**src/rtl/matmul_tile_scheduler.sv**
```systemverilog
// Tile scheduler for C = A x B: walks the M x K x N problem in tile steps
// (k innermost, then col, then row), issues one engine command per step over
// a valid/ready channel, bounds in-flight output tiles and reports done/error.
module matmul_tile_scheduler #(
    parameter int unsigned DIM_W     = 12,
    parameter int unsigned TILE_M    = 16,
    parameter int unsigned TILE_N    = 16,
    parameter int unsigned TILE_K    = 16,
    parameter int unsigned MAX_OUTST = 2
) (
    input  logic             clk,
    input  logic             rst,
    input  logic             start,
    input  logic [DIM_W-1:0] cfg_m,
    input  logic [DIM_W-1:0] cfg_k,
    input  logic [DIM_W-1:0] cfg_n,
    input  logic             matrix_A_ready,
    input  logic             matrix_B_ready,
    output logic             cmd_valid,
    input  logic             cmd_ready,
    output logic [DIM_W-1:0] cmd_row,
    output logic [DIM_W-1:0] cmd_col,
    output logic [DIM_W-1:0] cmd_k,
    output logic [DIM_W-1:0] cmd_rows,
    output logic [DIM_W-1:0] cmd_cols,
    output logic [DIM_W-1:0] cmd_depth,
    output logic             cmd_first_k,
    output logic             cmd_last_k,
    input  logic             tile_done,
    output logic             busy,
    output logic             done,
    output logic             error
);

    localparam int unsigned EW = DIM_W + 1;
    localparam int unsigned OW = 4;

    typedef enum logic [2:0] {
        S_IDLE,
        S_WAIT_OPS,
        S_ISSUE,
        S_DRAIN,
        S_DONE,
        S_ERR
    } state_t;

    state_t           state;
    logic [DIM_W-1:0] dim_m;
    logic [DIM_W-1:0] dim_k;
    logic [DIM_W-1:0] dim_n;
    logic [OW-1:0]    outst;

    logic [EW-1:0]    k_sum;
    logic [EW-1:0]    col_sum;
    logic [EW-1:0]    row_sum;
    logic             last_col;
    logic             last_row;
    logic             accept;
    logic             final_cmd;
    logic [DIM_W-1:0] nxt_row;
    logic [DIM_W-1:0] nxt_col;
    logic [DIM_W-1:0] nxt_k;
    logic [DIM_W-1:0] nxt_rows;
    logic [DIM_W-1:0] nxt_cols;
    logic [DIM_W-1:0] nxt_depth;
    logic             nxt_first;
    logic             nxt_last;
    logic             out_inc;
    logic             out_dec;
    logic [OW-1:0]    out_nxt;
    logic             issue_ok;
    logic             ops_ok;
    logic             fault;

    // Clipped tile extent: min(tile, dim - idx), evaluated one bit wider
    function automatic logic [DIM_W-1:0] clip_ext(input logic [DIM_W-1:0] dim,
                                                  input logic [DIM_W-1:0] idx,
                                                  input int unsigned      tile);
        logic [EW-1:0] rem;
        rem = {1'b0, dim} - {1'b0, idx};
        if (rem > EW'(tile)) begin
            return DIM_W'(tile);
        end
        return rem[DIM_W-1:0];
    endfunction

    // Next command indices/fields, outstanding-count update and throttle decision
    always_comb begin
        k_sum     = {1'b0, cmd_k}   + EW'(TILE_K);
        col_sum   = {1'b0, cmd_col} + EW'(TILE_N);
        row_sum   = {1'b0, cmd_row} + EW'(TILE_M);
        last_col  = (col_sum >= {1'b0, dim_n});
        last_row  = (row_sum >= {1'b0, dim_m});
        accept    = cmd_valid && cmd_ready;
        final_cmd = accept && cmd_last_k && last_col && last_row;

        nxt_row = cmd_row;
        nxt_col = cmd_col;
        nxt_k   = cmd_k;
        if (accept) begin
            if (cmd_last_k) begin
                nxt_k = '0;
                if (last_col) begin
                    nxt_col = '0;
                    nxt_row = row_sum[DIM_W-1:0];
                end else begin
                    nxt_col = col_sum[DIM_W-1:0];
                end
            end else begin
                nxt_k = k_sum[DIM_W-1:0];
            end
        end

        nxt_rows  = clip_ext(dim_m, nxt_row, TILE_M);
        nxt_cols  = clip_ext(dim_n, nxt_col, TILE_N);
        nxt_depth = clip_ext(dim_k, nxt_k, TILE_K);
        nxt_first = (nxt_k == '0);
        nxt_last  = (({1'b0, nxt_k} + EW'(TILE_K)) >= {1'b0, dim_k});

        // A completion with nothing outstanding is a fault, never an underflow
        out_inc = accept && cmd_last_k;
        out_dec = tile_done && (outst != '0);
        fault   = tile_done && (outst == '0);
        case ({out_inc, out_dec})
            2'b10:   out_nxt = outst + OW'(1);
            2'b01:   out_nxt = outst - OW'(1);
            default: out_nxt = outst;
        endcase

        // A new output tile may only open while below the in-flight limit
        issue_ok = !(nxt_first && (out_nxt >= OW'(MAX_OUTST)));
        ops_ok   = matrix_A_ready && matrix_B_ready;
    end

    // Control FSM with registered command channel and status outputs
    always_ff @(posedge clk or posedge rst) begin
        if (rst) begin
            state       <= S_IDLE;
            dim_m       <= '0;
            dim_k       <= '0;
            dim_n       <= '0;
            outst       <= '0;
            cmd_valid   <= 1'b0;
            cmd_row     <= '0;
            cmd_col     <= '0;
            cmd_k       <= '0;
            cmd_rows    <= '0;
            cmd_cols    <= '0;
            cmd_depth   <= '0;
            cmd_first_k <= 1'b0;
            cmd_last_k  <= 1'b0;
            busy        <= 1'b0;
            done        <= 1'b0;
            error       <= 1'b0;
        end else begin
            case (state)
                S_IDLE, S_ERR: begin
                    if (start) begin
                        dim_m   <= cfg_m;
                        dim_k   <= cfg_k;
                        dim_n   <= cfg_n;
                        cmd_row <= '0;
                        cmd_col <= '0;
                        cmd_k   <= '0;
                        outst   <= '0;
                        if ((cfg_m == '0) || (cfg_k == '0) || (cfg_n == '0)) begin
                            state <= S_ERR;
                            error <= 1'b1;
                            busy  <= 1'b0;
                        end else begin
                            state <= S_WAIT_OPS;
                            error <= 1'b0;
                            busy  <= 1'b1;
                        end
                    end
                end

                S_WAIT_OPS: begin
                    if (fault) begin
                        state <= S_ERR;
                        error <= 1'b1;
                        busy  <= 1'b0;
                    end else if (ops_ok) begin
                        state       <= S_ISSUE;
                        outst       <= out_nxt;
                        cmd_rows    <= nxt_rows;
                        cmd_cols    <= nxt_cols;
                        cmd_depth   <= nxt_depth;
                        cmd_first_k <= nxt_first;
                        cmd_last_k  <= nxt_last;
                        cmd_valid   <= issue_ok;
                    end
                end

                S_ISSUE: begin
                    if (!ops_ok || fault) begin
                        state     <= S_ERR;
                        error     <= 1'b1;
                        busy      <= 1'b0;
                        cmd_valid <= 1'b0;
                    end else begin
                        outst <= out_nxt;
                        if (final_cmd) begin
                            state     <= S_DRAIN;
                            cmd_valid <= 1'b0;
                        end else if (!(cmd_valid && !cmd_ready)) begin
                            cmd_row     <= nxt_row;
                            cmd_col     <= nxt_col;
                            cmd_k       <= nxt_k;
                            cmd_rows    <= nxt_rows;
                            cmd_cols    <= nxt_cols;
                            cmd_depth   <= nxt_depth;
                            cmd_first_k <= nxt_first;
                            cmd_last_k  <= nxt_last;
                            cmd_valid   <= issue_ok;
                        end
                    end
                end

                S_DRAIN: begin
                    if (!ops_ok || fault) begin
                        state <= S_ERR;
                        error <= 1'b1;
                        busy  <= 1'b0;
                    end else begin
                        outst <= out_nxt;
                        if (outst == '0) begin
                            state <= S_DONE;
                            done  <= 1'b1;
                        end
                    end
                end

                S_DONE: begin
                    state <= S_IDLE;
                    done  <= 1'b0;
                    busy  <= 1'b0;
                end

                default: begin
                    state     <= S_IDLE;
                    cmd_valid <= 1'b0;
                    busy      <= 1'b0;
                    done      <= 1'b0;
                end
            endcase
        end
    end

endmodule

```
**config.mk**
```make
export PLATFORM = sky130hd
export DESIGN_NAME = matmul_tile_scheduler
export DESIGN_NICKNAME = d
export VERILOG_FILES = /design/src/rtl/matmul_tile_scheduler.sv
export SDC_FILE = /design/constraint.sdc
export NUM_CORES = 1
export LEC_CHECK = 0
export BUFFER_PORTS_ARGS = -buffer_cell sky130_fd_sc_hd__buf_4
export CORE_UTILIZATION = 30
export CTS_CLUSTER_SIZE = 14
export DETAILED_ROUTE_END_ITERATION = 10
export PLACE_DENSITY = 0.44
export SYNTH_ARGS = -nofsm -noshare
export SYNTH_HDL_FRONTEND = slang
export SYNTH_SLANG_ARGS = --single-unit
```
**constraint.sdc**
```tcl
create_clock -name clk -period 6.1 [get_ports clk]
set_input_delay 1.83 -clock clk [delete_from_list [all_inputs] [get_ports clk]]
set_output_delay 1.83 -clock clk [all_outputs]
set_load 0.03 [all_outputs]
```
# --- Yosys cells after proc, flatten, opt, wreduce, memory -nomap -nowiden ---
# Cells that the tools add are included.
word_totals:
  elab_cells: 189
  input_bits: 43
  romBits: 0
  latch_bits: 0
  ramBits: 0
  ff_bits: 121
  out_inout_bits: 78
  mem_count: 0
classes:
  bitwise_logic: 2
  muxes: 94
  eq_ne: 22
  n_addsub: 9
  n_reduce_logical: 38
  mul: 0
  shift: 0
  n_div: 0
  n_lt_le_gt_ge: 7
op_table:
  columns: ["operator", "n"]
  rows:
  - ["12-bit 2-to-1 mux", 39]
  - ["12-bit case mux with 2 select lines", 6]
  - ["12-bit logical NOT", 4]
  - ["12-bit by 5-bit adder with 13-bit output (second input constant)", 3]
  - ["13-bit by 12-bit greater-or-equal comparator with 1-bit output", 3]
  - ["13-bit by 5-bit greater-than comparator with 1-bit output (second input constant)", 3]
  - ["12-bit by 12-bit subtractor with 13-bit output", 3]
  - ["1-bit 2-to-1 mux", 28]
  - ["3-bit 2-to-1 mux", 8]
  - ["2-bit != test (second input constant)", 10]
  - ["4-bit 2-to-1 mux", 4]
  - ["12-bit by 5-bit adder with 12-bit output (second input constant)", 1]
  - ["3-bit case mux with 4 select lines", 1]
  - ["4-bit case mux with 3 select lines", 1]
  - ["4-bit AND reduction", 3]
  - ["5-bit AND reduction", 2]
  - ["1-bit logical AND", 9]
  - ["3-bit != test (second input constant)", 3]
  - ["1-bit case mux with 3 select lines", 3]
  - ["4-bit case mux with 2 select lines", 1]
  - ["4-bit OR reduction", 2]
  - ["3-bit by 2-bit equality test with 1-bit output (second input constant)", 2]
  - ["3-bit equality test (second input constant)", 2]
  - ["1-bit case mux with 2 select lines", 3]
  - ["20 further kinds", 28]

# --- Longest topological paths before layout ---
# Gate-level depths: netlist (run 1).
logic_depth:
  depth_word: 13
  depth_mapped: 24
  ltp_nobuf: 21

# --- Least setup slack after synthesis (run 1) ---
# No wires, ideal clock.
synth_path:
  path_kind: "register to register"
  from: "reg cmd_col[6]"
  to: "reg cmd_cols[4]"
  setup_ns: 0.121
  period_less_slack_ns: 5.138
  path_stages_with_launch: 22
  t_required_ns: 5.979
  setup_slack_ns: 0.962
  arrival_ns: 5.017
  n_path_buf: 3
  cell_sequence: "dfrtp_1 > buf_6 > and3_4 > nand3_1 > nor2_1 > xor2_1 > ha_1 > nor2b_1 > or4_4 > or3_1 > buf_6 > or2_4 > o31a_1 > ha_1 > clkbuf_1 > o21ai_0 > nand3b_1 > o21ai_0 > a2111o_1 > nor4_1 > nand4b_4 > o22a_1"
synth_via:
  elab_chain_cells: 13
  word_cells_on_any_way: 19
  classes_between: "add/sub (2); order compare (2); eq/ne (1); mux (11); reduce/logical (3)"
synth_rtl:
  columns: ["item", "line", "source"]
  rows:
  - ["from (decl)", "22", "output logic [DIM_W-1:0] cmd_col,"]
  - ["from (signal assigned)", "208", "cmd_col <= nxt_col;"]
  - ["12-bit by 5-bit adder with 13-bit output", "90", "col_sum = {1'b0, cmd_col} + EW'(TILE_N);"]
  - ["13-bit by 12-bit greater-or-equal comparator with 1-bit output", "92", "last_col = (col_sum >= {1'b0, dim_n});"]
  - ["12-bit 2-to-1 mux", "103", "if (last_col) begin"]
  - ["12-bit 2-to-1 mux", "101", "if (cmd_last_k) begin"]
  - ["12-bit 2-to-1 mux", "100", "if (accept) begin"]
  - ["12-bit by 12-bit subtractor with 13-bit output", "80", "rem = {1'b0, dim} - {1'b0, idx};"]
  - ["13-bit by 5-bit greater-than comparator with 1-bit output", "81", "if (rem > EW'(tile)) begin"]
  - ["1-bit 2-to-1 mux", "81", null]
  - ["12-bit 2-to-1 mux", "84", "return rem[DIM_W-1:0];"]
  - ["12-bit 2-to-1 mux", "206", "end else if (!(cmd_valid && !cmd_ready)) begin"]
  - ["12-bit 2-to-1 mux", "203", "if (final_cmd) begin"]
  - ["12-bit 2-to-1 mux", "196", "if (!ops_ok || fault) begin"]
  - ["12-bit case mux with 2 select lines", "156", "case (state)"]
  - ["to (signal assigned)", "187", "cmd_cols <= nxt_cols;"]
  - ["to (signal assigned)", "211", "cmd_cols <= nxt_cols;"]
  - ["to (decl)", "25", "output logic [DIM_W-1:0] cmd_cols,"]
# Several ways; a longest one is shown, not always the timed one. The select of a mux whose other input is x is not followed.
# A chain may end at the register's enable or synchronous reset.

# --- Final worst setup path (run 1) ---
layout_path:
  from: "reg cmd_col[4]"
  to: "reg cmd_rows[4]"
layout_via:
  elab_chain_cells: 13
  word_cells_on_any_way: 19
  classes_between: "add/sub (2); order compare (2); eq/ne (1); mux (11); reduce/logical (3)"
layout_rtl:
  columns: ["item", "line", "source"]
  rows:
  - ["12-bit by 5-bit adder with 13-bit output (*)", "90", null]
  - ["13-bit by 12-bit greater-or-equal comparator with 1-bit output (*)", "92", null]
  - ["12-bit 2-to-1 mux", "103", null]
  - ["12-bit 2-to-1 mux", "101", null]
  - ["12-bit 2-to-1 mux", "100", null]
  - ["12-bit by 12-bit subtractor with 13-bit output", "80", null]
  - ["13-bit by 5-bit greater-than comparator with 1-bit output", "81", null]
  - ["1-bit 2-to-1 mux", "81", null]
  - ["12-bit 2-to-1 mux", "84", null]
  - ["12-bit 2-to-1 mux", "206", null]
  - ["12-bit 2-to-1 mux", "203", null]
  - ["12-bit 2-to-1 mux", "196", null]
  - ["12-bit case mux with 2 select lines", "156", null]
  - ["to (signal assigned)", "186", "cmd_rows <= nxt_rows;"]
  - ["to (signal assigned)", "210", "cmd_rows <= nxt_rows;"]
  - ["to (decl)", "24", "output logic [DIM_W-1:0] cmd_rows,"]
# Mark *: on every way between the ends. The rest lies on a longest branch, timed or not. The select of a mux whose other input is x is not followed.

==> metrics.md, run 1 <==
| Metric | Value |
|---|---|
| Insertion delay of the later-clocked pin in the worst-skew pair | 0.43 ns |
| Max stage delay cell, worst path | dfrtp_1 |
| Worst setup timing slack at the placement stage | 0.596 ns |
| Antenna violations before repair | 0 |
| Final Hold Vio Count | 0 |
| Psw | 1.73 mW |
| Boundary Pins | 121 |
| Maximum fanout encountered on the critical timing path | 10 |
| Maximum count of clock buffers along a single path | 2 |
| Clock sinks | 117 |
| Netlist cell types | 63 |
| Main flop type after synthesis | dfrtp_1 |
| Fin cells | 1359 |
| Final-stage net count | 1131 |
| Worst max-slew margin expressed relative to the limit | 37.5% |
| Master cell of the clock root buffer | clkbuf_16 |
| Global Route Usage Sum | 17.5% |
| Post-synthesis instance area | 7900 sq um |
| Antenna diode instance count | 0 |
| Number of buffers created by CTS | 17 |
| Logic gate share of total power | 47.0% |
| RePlAce Congestion | 0.845 |
| Type of the setup path with the least slack | reg -> reg |
| DP Wirelength | 17400 microns |
| CTS tree | yes |
| Count of mapped cells out of synthesis | 896 |
| Length of the first detailed-routing pass in iterations | 5 |
| Slew at the pin closest to its max-slew limit | 0.929 ns |
| Detailed-route wire length per cell | 16.7 microns |
| Layer with the highest usage after global routing | met2 |
| Standby leakage power | 4.57 nW |
| Pwr Density | 418 nW/um^2 |
| Number of flops mapped to enable cells by yosys | 0 |
| Number of setup buffers added after CTS | 0 |
| Die Span Y | 164 microns |
| Worst path max stage delay | 0.55 ns |
| Leading cell types by total area after synthesis | dfrtp_1 37%, ha_1 12%, nand2_1 5.2% |
| Vias in the first global route | 6445 |
| Count of hold buffers inserted by post-cts repair | 0 |
| Total of max-cap violations | 0 |
| Ordered list of cells on the worst path | ha_1, nand3_1, xnor2_1, ha_1, a21oi_1, nor2b_1, or4_4, o31ai_4, buf_4, xnor2_1, ha_1, o21a_1, o21a_1, o41ai_1, o21ai_0, or3_1, a211oi_2, a2bb2oi_1 |
| Wire length of the first global-routing pass | 36000 microns |
| Startpoint class of the critical path | flip-flop |
| DRT antenna net count | 0 |
| Path category of the worst min-delay check | reg -> reg |
| Die Width | 164 microns |
| Core area | 26000 sq um |
| Starting Density | 30.4% |
| Count of input and output buffers | 116 |
| Fill cells | 2704 |
| Flop and latch count out of synthesis | 117 |
| Routed WL | 22700 microns |
| Final-report max-slew violation count | 0 |
| H-tree level count | 4 |
| Gr ovfl total | 0 |
| Post-synth ARST share | 100% |
| Post-detailed-route via-to-cell ratio | 4.93 |
| Clock transition at the registers of the reported paths | 0.06 ns |
| Min Clock Period, post-route | 5.56 ns |
| Number of cell rows | 59 |
| Resize count post-CTS | 0 |
| Peak supply drop | 173 uV |
| Setup TNS Final | 0 ns |
| Met1 Track Usage GR | 25.0% |
| Portion of the post-synthesis area used by sequential elements | 37.0% |
| Global routing usage on met2 | 27.3% |
| Die area | 27000 sq um |
| DR DRC count | 0 |
| Cell internal power dissipation | 2.33 mW |
| Final setup vio count | 0 |
| Part of the power in the clock network | 25.4% |
| Count of placed standard cells including taps | 1327 |
| Worst Clk Skew | 0.0107 ns |
| Worst EP arrival | 5.86 ns |
| Storage element area | 2930 sq um |
| Crit path setup slack, layout | 0.536 ns |
| Layout Utilization | 37.4% |
| Combined area of the multi-input logic cells | 4590 sq um |
| Post-route clock period utilization | 91.2% |
| Number of vias in the routed layout | 6700 |
| Detailed router's first-iteration violation count | 381 |
| Maximum frequency from static timing analysis | 180 MHz |
| Met3 usage | 2.35% |
| Switching share of total power | 42.6% |
| Pin count of the biggest net entering global routing | 47 |
| Nature of the critical path endpoint | flip-flop |
| Cell family with most CP delay | compound AO/OA/AOI/OAI gates |
| Unrepaired setup endpoints after global routing | false |
| Number of warnings printed during yosys synthesis | 0 |
| Avg Synthesized Cell Area | 8.82 sq um |
| Sequential power share | 27.6% |
| Outcome | complete, no violations |
| Layout cell share with drive strength beyond 1 | 18.1% |
| Cell mode on critical path | ha_1 |
| Data required time of the critical path | 6.39 ns |
| Library cell with the largest summed area after synthesis | dfrtp_1 |
| Fraction of synthesized cell area taken by the top area cell type | 37.0% |
| Area overhead of the layout relative to synthesis | 23.0% |
| Buf/Inv on CP | 1 |
[synth_stat cells (4+ instances only)]
master and n:
a211oi_1 7, a21o_1 12, a21oi_1 50, a22o_1 7, a2bb2oi_1 5, a31oi_1 11, and2_1 23, and3_1 6
buf_4 4, buf_6 5, clkbuf_1 23, dfrtp_1 117, ha_1 74, inv_1 56, mux2_2 4, mux2i_1 4
nand2_1 110, nand2b_1 14, nand3_1 27, nand3b_1 5, nand4_1 6, nor2_1 51, nor2b_1 18, nor3_1 17
nor3b_1 4, nor4_1 17, o21a_1 6, o21ai_0 71, o21ai_1 9, o31a_1 4, o31ai_1 22, o41ai_1 4
or2_2 4, or3_1 4, xnor2_1 27, xor2_1 23
[kinds of logic after synthesis]
logic type                 Yosys count  synth area share, %
adders and majority gates           77                 12.5
and+or+nand+nor                    316                 19.9
AOI/OAI and AO/OA                  233                 18.7
other                                2               0.0950
muxes                                8                 1.08
xor gates and xnor gates            50                 5.54
buffers and inverters               93                 5.13
DFF                                117                 37.0
[through the flow]
stage | hold slack [ns] | instance area (sq um) | power (mW)
after floorplan | 0.489 | 7920 | 2.56
after global placement | 0.469 | 9120 | 3.06
after detailed placement | 0.472 | 9120 | 3.05
after CTS | 0.486 | 9720 | 4.12
after global routing | 0.505 | 9720 | 4.42
final | 0.476 | 9720 | 4.06
[flip-flops by register name, indices dropped and copies added (netlist names)]
signal	cells
cmd_last_k	1
state	3
cmd_valid	1
dim_n	12
busy	1
cmd_col	12
cmd_row	8
cmd_depth	12
outst	4
cmd_first_k	1
error	1
cmd_k	12
dim_k	12
done	1
dim_m	12
cmd_rows	12
cmd_cols	12
[area by class of cell]
cell class	instances	area share [%]
well taps	335	4.31
flip-flops and latches	117	30.1
clock inverters	15	1.76
multi-input cells	690	47.3
clock buffers	17	4.38
inverters	56	2.19
repair buffers	129	9.97
[routing by layer]
layer	share of wire, %	up-vias
met1	51	3179
met3	3.2	16
met2	45	109
li1	-	3396
met5	0	-
met4	1.2	0
[layout by cell type, fill, tap and decap left out, types with 5 or more instances in the layout]
cell,count
o21ai_1,9
inv_6,5
nand2b_1,14
o31ai_1,22
inv_1,55
nand3_1,27
buf_4,129
a211oi_1,7
xnor2_1,27
and2_1,23
nand3b_1,5
a31oi_1,11
dfrtp_1,117
nand2_1,110
nand4_1,6
conb_1,6
xor2_1,23
nor3_1,17
and3_1,6
clkbuf_16,17
nor2b_1,18
nor2_1,50
o21ai_0,71
a21oi_1,50
a22o_1,7
a2bb2oi_1,5
ha_1,74
nor4_1,17
o21a_1,6
a21o_1,12
[power by group through the flow]
stage | logic (mW) | clock network, mW | registers [mW]
detailed placement | 1.92 | 0 | 1.13
global placement | 1.92 | 0 | 1.14
finish | 1.91 | 1.03 | 1.12
global route | 2.17 | 1.09 | 1.15
CTS | 1.93 | 1.06 | 1.12
floorplan | 1.46 | 0 | 1.11
[worst paths after layout]
check,start,to,slack (ns),depth (start not counted)
max in group asynchronous,rst,cmd_depth[0],3.60,3
worst min-delay path,cmd_depth[0],cmd_depth[0],0.48,2
min in group asynchronous,rst,cmd_cols[5],1.49,2
worst min register to register,cmd_depth[0],cmd_depth[0],0.48,2
worst max register to register,cmd_col[4],cmd_rows[4],0.54,18
worst max-delay path,cmd_col[4],cmd_rows[4],0.54,18
[worst reg2reg max path: stages, from the launching register on]
cell	delay [ns]
dfrtp_1	0.55
ha_1	0.33
nand3_1	0.17
xnor2_1	0.17
ha_1	0.29
a21oi_1	0.13
nor2b_1	0.06
or4_4	0.53
o31ai_4	0.53
buf_4	0.25
xnor2_1	0.13
ha_1	0.31
o21a_1	0.15
o21a_1	0.17
o41ai_1	0.50
o21ai_0	0.22
or3_1	0.39
a211oi_2	0.40
a2bb2oi_1	0.14
Power figures use the tool's default switching activity.
==> run 2: changes to the inputs <==
PLACE_DENSITY = 0.51   (was 0.44)
==> metrics.md, run 2 (same netlist as run 1, synthesis figures left out) <==
| Metric | Value |
|---|---|
| Data required time of the critical path | 6.38 ns |
| Count of placed standard cells including taps | 1322 |
| Path depth of the worst reg2reg path | 17 |
| Pin count of the biggest net entering global routing | 48 |
| Ordered list of cells on the worst path | ha_1, nand3_1, xnor2_1, ha_1, a21oi_1, nor2b_1, or4_4, o31ai_4, xnor2_1, ha_1, o21a_1, o21a_1, o41ai_1, o21ai_0, or3_1, a211oi_2, a2bb2oi_1 |
| Core area | 26000 sq um |
| Number of buffers created by CTS | 17 |
| Outcome | complete, no violations |
| Crit path setup slack, layout | 0.685 ns |
| Antenna violations before repair | 0 |
| Pwr Density | 422 nW/um^2 |
| Number of vias in the routed layout | 6732 |
| Most frequent standard cell in the layout excluding fill and tap cells | buf_4 |
| Routed WL | 22000 microns |
| Worst hold margin | 0.476 ns |
| Maximum frequency from static timing analysis | 185 MHz |
| Setup TNS Final | 0 ns |
| Flop2flop setup slack | 0.69 ns |
| Master cell of the clock root buffer | clkbuf_16 |
| DRT antenna net count | 0 |
| Worst EP arrival | 5.70 ns |
| Final-report max-slew violation count | 0 |
| H-tree level count | 4 |
| Count of hold buffers inserted by post-cts repair | 0 |
| Die Span Y | 164 microns |
| Antenna diode instance count | 0 |
| Cell mode on critical path | ha_1 |
| Type of the setup path with the least slack | reg -> reg |
| Crit path from | cmd_col[4] |
| DR DRC count | 0 |
| Count of input and output buffers | 116 |
| Standby leakage power | 4.55 nW |
| Nature of the critical path endpoint | flip-flop |
| Final setup vio count | 0 |
| Vias in the first global route | 6398 |
| Worst path max stage delay | 0.64 ns |
| CTS tree | yes |
| Worst reg2reg path startpoint | cmd_col[4] |
| Post-route clock period utilization | 88.8% |
| Most frequent cells in the layout | 124 x buf_4, 117 x dfrtp_1, 110 x nand2_1, 74 x ha_1, 71 x o21ai_0 |
| Cell family with most CP delay | compound AO/OA/AOI/OAI gates |
| Final-stage net count | 1126 |
| Endpoint of the worst-slack reg-to-reg timing path | cmd_rows[4] |
| Number of setup buffers added after CTS | 0 |
| Worst Clk Skew | 0.0111 ns |
| Starting Density | 30.4% |
| Die area | 27000 sq um |
| Path category of the worst min-delay check | reg -> reg |
| Gr ovfl total | 0 |
| Area overhead of the layout relative to synthesis | 22.7% |
| Crit path to | cmd_rows[4] |
| Number of cell rows | 59 |
| Startpoint class of the critical path | flip-flop |
| Min Clock Period, post-route | 5.41 ns |
| Post-detailed-route via-to-cell ratio | 4.97 |
| Wire length of the first global-routing pass | 34900 microns |
| Boundary Pins | 121 |
| Die Width | 164 microns |
| Worst max-slew margin expressed relative to the limit | 33.3% |
| Number of cells on the critical path | 17 |
| Fin cells | 1354 |
| Peak supply drop | 183 uV |
| Clock sinks | 117 |
| Insertion delay of the later-clocked pin in the worst-skew pair | 0.42 ns |
| Detailed router's first-iteration violation count | 404 |
| Max stage delay cell, worst path | o31ai_4 |
| RePlAce Congestion | 0.943 |
| Clock transition at the registers of the reported paths | 0.06 ns |
| Maximum count of clock buffers along a single path | 2 |
| Maximum fanout encountered on the critical timing path | 14 |
| Post-route total power | 4.09 mW |
| Global Route Usage Sum | 16.7% |
| Detailed-route wire length per cell | 16.3 microns |
| Layout cell share with drive strength beyond 1 | 17.7% |
| DP Wirelength | 16700 microns |
| Resize count post-CTS | 0 |
| Final Hold Vio Count | 0 |
| Worst setup timing slack at the placement stage | 0.746 ns |
| Total of max-cap violations | 0 |
| Length of the first detailed-routing pass in iterations | 5 |
| Unrepaired setup endpoints after global routing | false |
| Slew at the pin closest to its max-slew limit | 0.999 ns |
| Buf/Inv on CP | 0 |
==> run 2: cell type report <==
type                       count  area (sq um)
inverter                      56           213
sequential                   117          2930
multi-input combinational    690          4590
clock buffer                  18           439
fill                        2705         16300
clock inverter                14           179
timing repair buffer         124           931
tap                          335           419
==> run 2: per-layer routing <==
layer  global-route usage, %  wire [microns]
met5                       0               0
met4                    4.25             271
met3                    3.13             884
met1                    23.6           11100
met2                    26.1            9810
==> run 2: worst min-delay path by stage <==
stage	startpoint	to	slack [ns]	depth (start not counted)
3_5_place_dp	cmd_depth[1]	cmd_depth[1]	0.47	2
5_1_grt	cmd_rows[8]	cmd_rows[8]	0.50	1
6_report	cmd_depth[1]	cmd_depth[1]	0.48	2
2_1_floorplan	outst[3]	outst[3]	0.49	1
3_3_place_gp	cmd_cols[6]	cmd_cols[6]	0.47	1
4_1_cts	cmd_depth[1]	cmd_depth[1]	0.48	2
==> run 2: stage by stage <==
| stage | instance area [sq um] | util (%) |
|---|---|---|
| floorplan | 7920 | - |
| global placement | 9080 | 35.0 |
| finish | 9700 | 37.3 |
| global route | 9700 | 37.3 |
| detailed placement | 9080 | 35.0 |
| CTS | 9700 | 37.3 |
==> run 2: worst reg2reg max path: stages (launching register included) <==
cell,delay (ns)
dfrtp_1,0.52
ha_1,0.31
nand3_1,0.17
xnor2_1,0.17
ha_1,0.30
a21oi_1,0.16
nor2b_1,0.07
or4_4,0.53
o31ai_4,0.64
xnor2_1,0.18
ha_1,0.38
o21a_1,0.15
o21a_1,0.18
o41ai_1,0.42
o21ai_0,0.20
or3_1,0.39
a211oi_2,0.41
a2bb2oi_1,0.14
==> run 2: power breakdown <==
part	internal (mW)	leakage, nW	switching [mW]
Clock	0.657	0.281	0.406
Combinational	0.773	2.73	1.13
Sequential	0.944	1.54	0.181
==> run 3: changes to the inputs <==
ABC_CLOCK_PERIOD_IN_PS = 7000   (was not set)
clock period = 7 ns   (was 6.1 ns; I/O delays follow)
==> metrics.md, run 3 (same netlist as run 1, synthesis figures left out) <==
| Metric | Value |
|---|---|
| Outcome | complete, no violations |
| Routed WL | 22100 microns |
| Data required time of the critical path | 7.31 ns |
| Logic gate share of total power | 47.7% |
| Die Span Y | 164 microns |
| Sequential power share | 28.1% |
| Part of the power in the clock network | 24.2% |
| Design area | 9620 sq um |
| Die Width | 164 microns |
| Number of vias in the routed layout | 6757 |
| H-tree level count | 4 |
| Count of placed standard cells including taps | 1319 |
| Fin cells | 1351 |
| Count of input and output buffers | 116 |
| RePlAce Congestion | 0.833 |
| Pin count of the biggest net entering global routing | 69 |
| Pwr Density | 361 nW/um^2 |
| Worst EP arrival | 5.74 ns |
| Wire length of the first global-routing pass | 35400 microns |
| Nature of the critical path endpoint | flip-flop |
| Path category of the worst min-delay check | reg -> reg |
| Number of cell rows | 59 |
| Count of cells along the worst hold path | 2 |
| Psw | 1.51 mW |
| Detailed-route wire length per cell | 16.3 microns |
| Layout cell share with drive strength beyond 1 | 17.4% |
| Core area | 26000 sq um |
| Post-route clock period utilization | 77.6% |
| Final-report max-slew violation count | 0 |
| Peak supply drop | 152 uV |
| Boundary Pins | 121 |
| Maximum count of clock buffers along a single path | 2 |
| Cell internal power dissipation | 1.96 mW |
| Type of the setup path with the least slack | reg -> reg |
| Gr ovfl total | 0 |
| Global Route Usage Sum | 17.0% |
| Crit path setup slack, layout | 1.57 ns |
| Cell family with most CP delay | simple AND/OR/NAND/NOR gates |
| Unrepaired setup endpoints after global routing | false |
| Detailed router's first-iteration violation count | 405 |
| Length of the first detailed-routing pass in iterations | 5 |
| Count of hold buffers inserted by post-cts repair | 0 |
| Master cell of the clock root buffer | clkbuf_16 |
| Worst hold margin | 0.479 ns |
| Post-detailed-route via-to-cell ratio | 5.00 |
| CTS tree | yes |
| Die area | 27000 sq um |
| Final setup vio count | 0 |
| DRT antenna net count | 0 |
| Slew at the pin closest to its max-slew limit | 0.923 ns |
| Standby leakage power | 4.52 nW |
| Switching share of total power | 43.4% |
| Insertion delay of the later-clocked pin in the worst-skew pair | 0.43 ns |
| Worst max-slew margin expressed relative to the limit | 38.5% |
| Max stage delay cell, worst path | o31ai_4 |
| Resize count post-CTS | 0 |
| Most frequent cells in the layout | 121 x buf_4, 117 x dfrtp_1, 110 x nand2_1, 74 x ha_1, 71 x o21ai_0 |
| Startpoint class of the critical path | flip-flop |
| Path depth of the worst reg2reg path | 19 |
| Worst Clk Skew | 0.0151 ns |
| Final Hold Vio Count | 0 |
| DP Wirelength | 16700 microns |
| Worst setup timing slack at the placement stage | 1.24 ns |
| Number of setup buffers added after CTS | 0 |
| Clock transition at the registers of the reported paths | 0.07 ns |
| Antenna diode instance count | 0 |
| Total of max-cap violations | 0 |
| Starting Density | 30.4% |
| Maximum frequency from static timing analysis | 184 MHz |
| DR DRC count | 0 |
| Maximum fanout encountered on the critical timing path | 14 |
| Min Clock Period, post-route | 5.43 ns |
| Number of cells on the critical path | 19 |
| Worst path max stage delay | 0.67 ns |
| Setup TNS Final | 0 ns |
| Post-place instance area | 9060 sq um |
| Number of buffers created by CTS | 17 |
| Final-stage net count | 1123 |
| Buf/Inv on CP | 1 |
| Most frequent standard cell in the layout excluding fill and tap cells | buf_4 |
| Antenna violations before repair | 0 |
| Ordered list of cells on the worst path | and3_4, nand3_1, nor2_1, xor2_1, ha_1, nor2b_1, or4_4, o31ai_4, and2_1, inv_1, ha_1, or2_2, o221a_2, or4_1, a31oi_1, nor3_1, a31oi_1, nand4b_4, o22a_1 |
| Area overhead of the layout relative to synthesis | 21.7% |
| Clock sinks | 117 |
| Vias in the first global route | 6433 |
run 3: final timing paths:
| kind | from | endpoint | slack (ns) |
|---|---|---|---|
| max | cmd_col[6] | cmd_cols[4] | 1.57 |
| min | cmd_depth[3] | cmd_depth[3] | 0.48 |
| max reg2reg | cmd_col[6] | cmd_cols[4] | 1.57 |
| min reg2reg | cmd_depth[3] | cmd_depth[3] | 0.48 |
| max in group asynchronous | rst | cmd_depth[0] | 3.86 |
| min in group asynchronous | rst | cmd_cols[10] | 1.86 |
run 3: cell type report:
class | instances | area [sq um]
tap | 335 | 419
clock inverter | 14 | 118
multi-input combinational | 690 | 4590
clock buffer | 18 | 439
sequential | 117 | 2930
timing repair buffer | 121 | 908
fill | 2653 | 16400
inverter | 56 | 213
run 3: worst reg2reg max path: stages (launching register included):
cell      delay (ns)
dfrtp_1         0.50
and3_4          0.24
nand3_1         0.16
nor2_1          0.16
xor2_1          0.22
ha_1            0.27
nor2b_1         0.13
or4_4           0.54
o31ai_4         0.67
and2_1          0.27
inv_1           0.05
ha_1            0.16
or2_2           0.28
o221a_2         0.26
or4_1           0.41
a31oi_1         0.31
nor3_1          0.09
a31oi_1         0.24
nand4b_4        0.16
o22a_1          0.18
run 3: per-stage QoR:
stage	util (%)	power [mW]
floorplan	-	2.23
global placement	34.9	2.64
detailed placement	34.9	2.64
CTS	37.0	3.51
global route	37.0	3.77
finish	37.0	3.47
run 3: routing by layer:
layer / vias up / global-route usage, % / share of wire, %
li1: 3382 / - / -
met3: 21 / 3.38 / 4.2
met4: 0 / 4.80 / 1.6
met2: 130 / 25.8 / 44
met5: - / 0 / 0
met1: 3224 / 24.4 / 50
run 3: power by group through the flow:
| stage | registers [mW] | logic [mW] | clock network [mW] |
|---|---|---|---|
| 2_1_floorplan | 0.963 | 1.27 | 0 |
| 3_3_place_gp | 0.987 | 1.65 | 0 |
| 3_5_place_dp | 0.985 | 1.65 | 0 |
| 4_1_cts | 0.976 | 1.66 | 0.868 |
| 5_1_grt | 0.999 | 1.87 | 0.895 |
| 6_report | 0.977 | 1.65 | 0.839 |
